<file path="src/rtl/dff_arb_pkg.sv">
// Shared definitions for the dff_reg_arbiter block: FSM state encoding,
// burst counter width and a constant-evaluable clog2 helper.
package dff_arb_pkg;

  typedef enum logic [1:0] {
    IDLE   = 2'd0,
    GRANT  = 2'd1,
    LOCKED = 2'd2
  } arb_state_t;

  localparam int BURST_W = 4;

  // Bits needed to index v items; usable in port and parameter declarations.
  function automatic int clog2(input int v);
    int r;
    r = 0;
    while ((1 << r) < v) r++;
    return r;
  endfunction

endpackage

</file>
<file path="src/rtl/dff_reg_arbiter_rr_pick.sv">
// Combinational rotate-priority selector: first set request at or above ptr,
// wrapping around, returned one-hot with a valid flag.
module rr_pick
  import dff_arb_pkg::*;
#(
  parameter int NREQ = 4
) (
  input  logic [NREQ-1:0]        req,
  input  logic [clog2(NREQ)-1:0] ptr,
  output logic [NREQ-1:0]        sel,
  output logic                   valid
);

  always_comb begin
    sel   = '0;
    valid = 1'b0;
    for (int k = 0; k < NREQ; k++) begin
      if (!valid && req[(int'(ptr) + k) % NREQ]) begin
        sel[(int'(ptr) + k) % NREQ] = 1'b1;
        valid = 1'b1;
      end
    end
  end

endmodule

</file>
<file path="src/rtl/dff_reg_arbiter.sv">
// Round-robin write arbiter for a shared WIDTH-bit register.
// Define RR_LOCK_EN to enable the LOCKED burst state and the lock input.
module dff_reg_arbiter
  import dff_arb_pkg::*;
#(
  parameter int               NREQ      = 4,
  parameter int               WIDTH     = 8,
  parameter logic [WIDTH-1:0] RESET_VAL = '0,
  parameter int               MAX_BURST = 4
) (
  input  logic                   clk,
  input  logic                   CLR,
  input  logic [NREQ-1:0]        req,
  input  logic [NREQ-1:0]        lock,
  input  logic [NREQ*WIDTH-1:0]  wdata,
  output logic [NREQ-1:0]        gnt,
  output logic [WIDTH-1:0]       Q,
  output logic [clog2(NREQ)-1:0] owner,
  output logic                   busy
);

  localparam int PW = clog2(NREQ);

  arb_state_t      state, state_n;
  logic [NREQ-1:0] gnt_n;
  logic [PW-1:0]   gidx, gidx_n;
  logic [PW-1:0]   ptr, ptr_n;
  logic [WIDTH-1:0] q_n;
  logic [PW-1:0]   owner_n;
  logic [NREQ-1:0] pick_sel;
  logic            pick_valid;
  logic [PW-1:0]   pick_idx;
  logic [PW-1:0]   ptr_after;

`ifdef RR_LOCK_EN
  logic [BURST_W-1:0] cnt, cnt_n;
`else
  logic unused_cfg;
  assign unused_cfg = (^lock) ^ (MAX_BURST > 0);
`endif

  rr_pick #(.NREQ(NREQ)) u_pick (
    .req   (req),
    .ptr   (ptr),
    .sel   (pick_sel),
    .valid (pick_valid)
  );

  always_comb begin
    pick_idx = '0;
    for (int i = 0; i < NREQ; i++) begin
      if (pick_sel[i]) pick_idx = PW'(i);
    end
  end

  assign ptr_after = (gidx == PW'(NREQ - 1)) ? '0 : gidx + 1'b1;
  assign busy      = (state != IDLE);

  always_ff @(posedge clk or posedge CLR) begin
    if (CLR) begin
      state <= IDLE;
      gnt   <= '0;
      gidx  <= '0;
      ptr   <= '0;
      Q     <= RESET_VAL;
      owner <= '0;
`ifdef RR_LOCK_EN
      cnt   <= '0;
`endif
    end else begin
      state <= state_n;
      gnt   <= gnt_n;
      gidx  <= gidx_n;
      ptr   <= ptr_n;
      Q     <= q_n;
      owner <= owner_n;
`ifdef RR_LOCK_EN
      cnt   <= cnt_n;
`endif
    end
  end

  // A write only ever happens from the granted slice while req of that slice is high.
  always_comb begin
    state_n = state;
    gnt_n   = gnt;
    gidx_n  = gidx;
    ptr_n   = ptr;
    q_n     = Q;
    owner_n = owner;
`ifdef RR_LOCK_EN
    cnt_n   = cnt;
`endif
    case (state)
      IDLE: begin
        if (pick_valid) begin
          state_n = GRANT;
          gnt_n   = pick_sel;
          gidx_n  = pick_idx;
        end
      end
      GRANT: begin
        state_n = IDLE;
        gnt_n   = '0;
        if (req[gidx]) begin
          q_n     = wdata[gidx*WIDTH +: WIDTH];
          owner_n = gidx;
          ptr_n   = ptr_after;
`ifdef RR_LOCK_EN
          if (lock[gidx] && (MAX_BURST > 1)) begin
            state_n = LOCKED;
            gnt_n   = gnt;
            cnt_n   = BURST_W'(1);
          end
`endif
        end
      end
`ifdef RR_LOCK_EN
      LOCKED: begin
        if (req[gidx] && lock[gidx]) begin
          q_n     = wdata[gidx*WIDTH +: WIDTH];
          owner_n = gidx;
          cnt_n   = cnt + 1'b1;
          if (cnt + 1'b1 == BURST_W'(MAX_BURST)) begin
            state_n = IDLE;
            gnt_n   = '0;
          end
        end else begin
          state_n = IDLE;
          gnt_n   = '0;
        end
      end
`endif
      default: begin
        state_n = IDLE;
        gnt_n   = '0;
      end
    endcase
  end

endmodule
</file>
<file path="config.mk">
export PLATFORM = sky130hd
export DESIGN_NAME = dff_reg_arbiter
export DESIGN_NICKNAME = d
export VERILOG_FILES = /design/src/rtl/dff_arb_pkg.sv /design/src/rtl/dff_reg_arbiter_rr_pick.sv /design/src/rtl/dff_reg_arbiter.sv
export SDC_FILE = /design/constraint.sdc
export NUM_CORES = 1
export LEC_CHECK = 0
export ABC_AREA = 1
export CAP_MARGIN = 20
export CORE_MARGIN = 5
export CORE_UTILIZATION = 35
export DETAILED_ROUTE_END_ITERATION = 10
export HOLD_SLACK_MARGIN = 0.1
export SLEW_MARGIN = 15
export SYNTH_ARGS = -nofsm -noshare
export SYNTH_HDL_FRONTEND = slang
export SYNTH_HIERARCHICAL = 1
export SYNTH_SLANG_ARGS = --single-unit
</file>
<file path="constraint.sdc">
create_clock -name clk -period 4.95 [get_ports clk]
set_input_delay 0.7425 -clock clk [delete_from_list [all_inputs] [get_ports clk]]
set_output_delay 0.7425 -clock clk [all_outputs]
set_load 0.01 [all_outputs]
</file>
==> results by group <==
Route
  – WL per Instance: 11.5 um
  – Routed vias: between 1500 and 2000
  – Vias per cell: roughly 4.6
  – Routed Antenna Nets: 0
  – DRC: 0
  – Drt initial violations: 77
  – Router iterations before antenna repair: 6
  – Final WL: 4.16 mm

CTS
  – TritonCTS buffer count: 3
  – CTS Sinks: 19
  – Clock Tree Root: clkbuf_8
  – H-tree levels: 1
  – CTS tree: yes
  – Post-CTS Setup Inserts: 0
  – Worst-path clk slew: around 70 ps
  – Post-CTS sizing: 0
  – Hold_buf cts: 0
  – CTS max path bufs: 2
  – Clk Latency, worst-skew pair: ~250 ps

Logic synthesis
  – Mapped Area: 1610 um2
  – Unique masters post-synth: 18
  – Syn Inst Count: 262
  – Yosys reg bits: 19
  – Avg Inst Size Synth: 6.13 um2
  – Synth warn: 6
  – Syn_nets: 311
  – Register area share after synthesis: 0.296

GRT
  – Largest net degree at the start of global routing: 24
  – GRT Resource Usage Total: 0.142
  – Total grt overflow: 0
  – First-pass GRT wire length: a little over 7 mm
  – Initial antenna violation count: 0
  – Vias in the first global route: 1531

Critical path
  – Flop2flop setup slack: 2730 ps
  – Slowest stage delay, CP: between 600 and 700 ps
  – Maximum fanout along the worst path: 15
  – Critical path capture point type: output pin
  – Setup CP Type: reg2out
  – WP buf/inv: 1
  – Slowest CP cell: dfrtp_1
  – Worst EP required: 4210 ps
  – CP top delay family: flip-flops
  – Length in cells of the worst reg-to-reg path: 12
  – Crit path cell chain: clkdlybuf4s50_1
  – Critical Path AT: around 1500 ps
  – FF-to-FF Start: ptr[0]
  – R2R Path End: gidx[0]
  – Startpoint class of the critical path: register

Pwr
  – Overall power: 1.18 mW
  – Peak VDD IR: 0.224 mV
  – Leakage: 1.24 nW
  – PwrDens: roughly 540 nW/um2

Timing
  – Worst Hold Slack: 476 ps
  – Min Tclk post-route: 2270 ps
  – Setup TNS: 0 ps
  – Fin. Hold Viols: 0
  – RSZ-0062 raised after global routing: false
  – Rel. slew slack: 0.506
  – Final Skew: 3.09 ps
  – Worst Tran Pin Value: 741 ps
  – Fin crit share: 0.459
  – Final setup viols: 0
  – Max Slew Vio Count: 0
  – Achievable Freq: around 0.44 GHz
  – Setup ws final: 2680 ps

Finish
  – Cell area after layout: 2190 um2
  – Core Util, Final: 0.496
  – Layout Nets: approximately 360
  – Synth-to-Final Area Change: 36.3%
  – Layout cells sized above 1: 0.0579
  – # diodes: 0
  – Finished Layout Cells: 363

Floorplan
  – Initial Util: 0.364
  – Num rows: 24
  – DIE AREA: 6050 um2
  – Die Ht: 77.8 um
  – Die width: 77.8 um
  – Top Ports: 57
  – Core ar.: 4410 um2

Placed design
  – DP Cell Count: 359
  – Dpl ws: 2560 ps
  – Post-DP HPWL: 3.20 mm
  – PortBufs: 52
  – Final Wtd Congestion: 0.925
  – DP Area: 2140 um2

Worst hold path
  – Hold EP: Q[5]
  – Worst hold path class: reg2reg
  – Hold path cells: 2
  – Min-Delay Startpoint: Q[5]

Job
  – Max Cap Violations: 0

Run status
  – Outcome: finished clean
[registers in the layout, summed over array words and instances, names as in the netlist]
signal,cells
gnt,4
state,1
ptr,2
gidx,2
owner,2
Q,8
[layout by cell type (no fill, tap or decap), drive strengths merged]
cell type and count:
nand2 110, ha 7, nand3 54, clkbuf 4, inv 52, nor2 10
clkdlybuf4s50 52, dfrtp 19, o211ai 2, o21a 1
[area by class of cell]
cell class | instances | area, um2
flip-flops and latches | 19 | 475
repair buffers | 52 | 520
multi-input cells | 184 | 888
fillers | 457 | 2220
clock buffers | 4 | 45.0
well taps | 52 | 65.1
inverters | 52 | 195
[worst max-delay path by stage]
stage | from | end | depth (start not counted)
global placement | req[2] | gidx[0] | 11
CTS | state[0] | busy | 1
finish | state[0] | busy | 1
floorplan | ptr[0] | gidx[1] | 12
global route | ptr[0] | gidx[0] | 12
detailed placement | req[2] | gidx[0] | 11
[per-layer routing]
layer | share of wire | vias up | wire length, um | track usage
li1 | - | 891 | - | -
met1 | 0.44 | 728 | 1830 | 0.175
met2 | 0.49 | 47 | 2040 | 0.251
met3 | 0.065 | 4 | 269 | 0.0359
met4 | 0.0048 | 0 | 20 | 0.0206
met5 | 0 | - | 0 | 0
[Yosys cell counts]
| cell | number | area, um2 |
|---|---|---|
| nand2_1 | 104 | 390 |
| nand3_1 | 51 | 255 |
| inv_1 | 47 | 176 |
| dfrtp_1 | 19 | 475 |
| nor2_1 | 9 | 33.8 |
| ha_1 | 7 | 87.6 |
| inv_2 | 5 | 18.8 |
| nand2_2 | 5 | 31.3 |
| buf_4 | 3 | 22.5 |
| buf_2 | 2 | 10.0 |
| nand3_4 | 2 | 35.0 |
| o211ai_1 | 2 | 15.0 |
| buf_6 | 1 | 11.3 |
| clkbuf_1 | 1 | 3.75 |
| nand2_4 | 1 | 11.3 |
| nand3_2 | 1 | 10.0 |
| nor2_4 | 1 | 11.3 |
| o21a_1 | 1 | 7.51 |
[logic make-up (layout without fill, tap and decap cells)]
group | Yosys count | after routing | synth area share
AO/OA/AOI/OAI | 3 | 3 | 0.0140
adder cells (fa/ha/maj) | 7 | 7 | 0.0545
buffers and inverters | 59 | 108 | 0.151
flip-flops | 19 | 19 | 0.296
AND/OR/NAND/NOR | 174 | 174 | 0.484
[report_power, final]
part	internal (mW)	switching [mW]
sequential	0.223	0.104
combinational	0.307	0.437
clock	0.0572	0.0490
total	0.587	0.590
No activity file was read; power rests on OpenSTA's default activity.
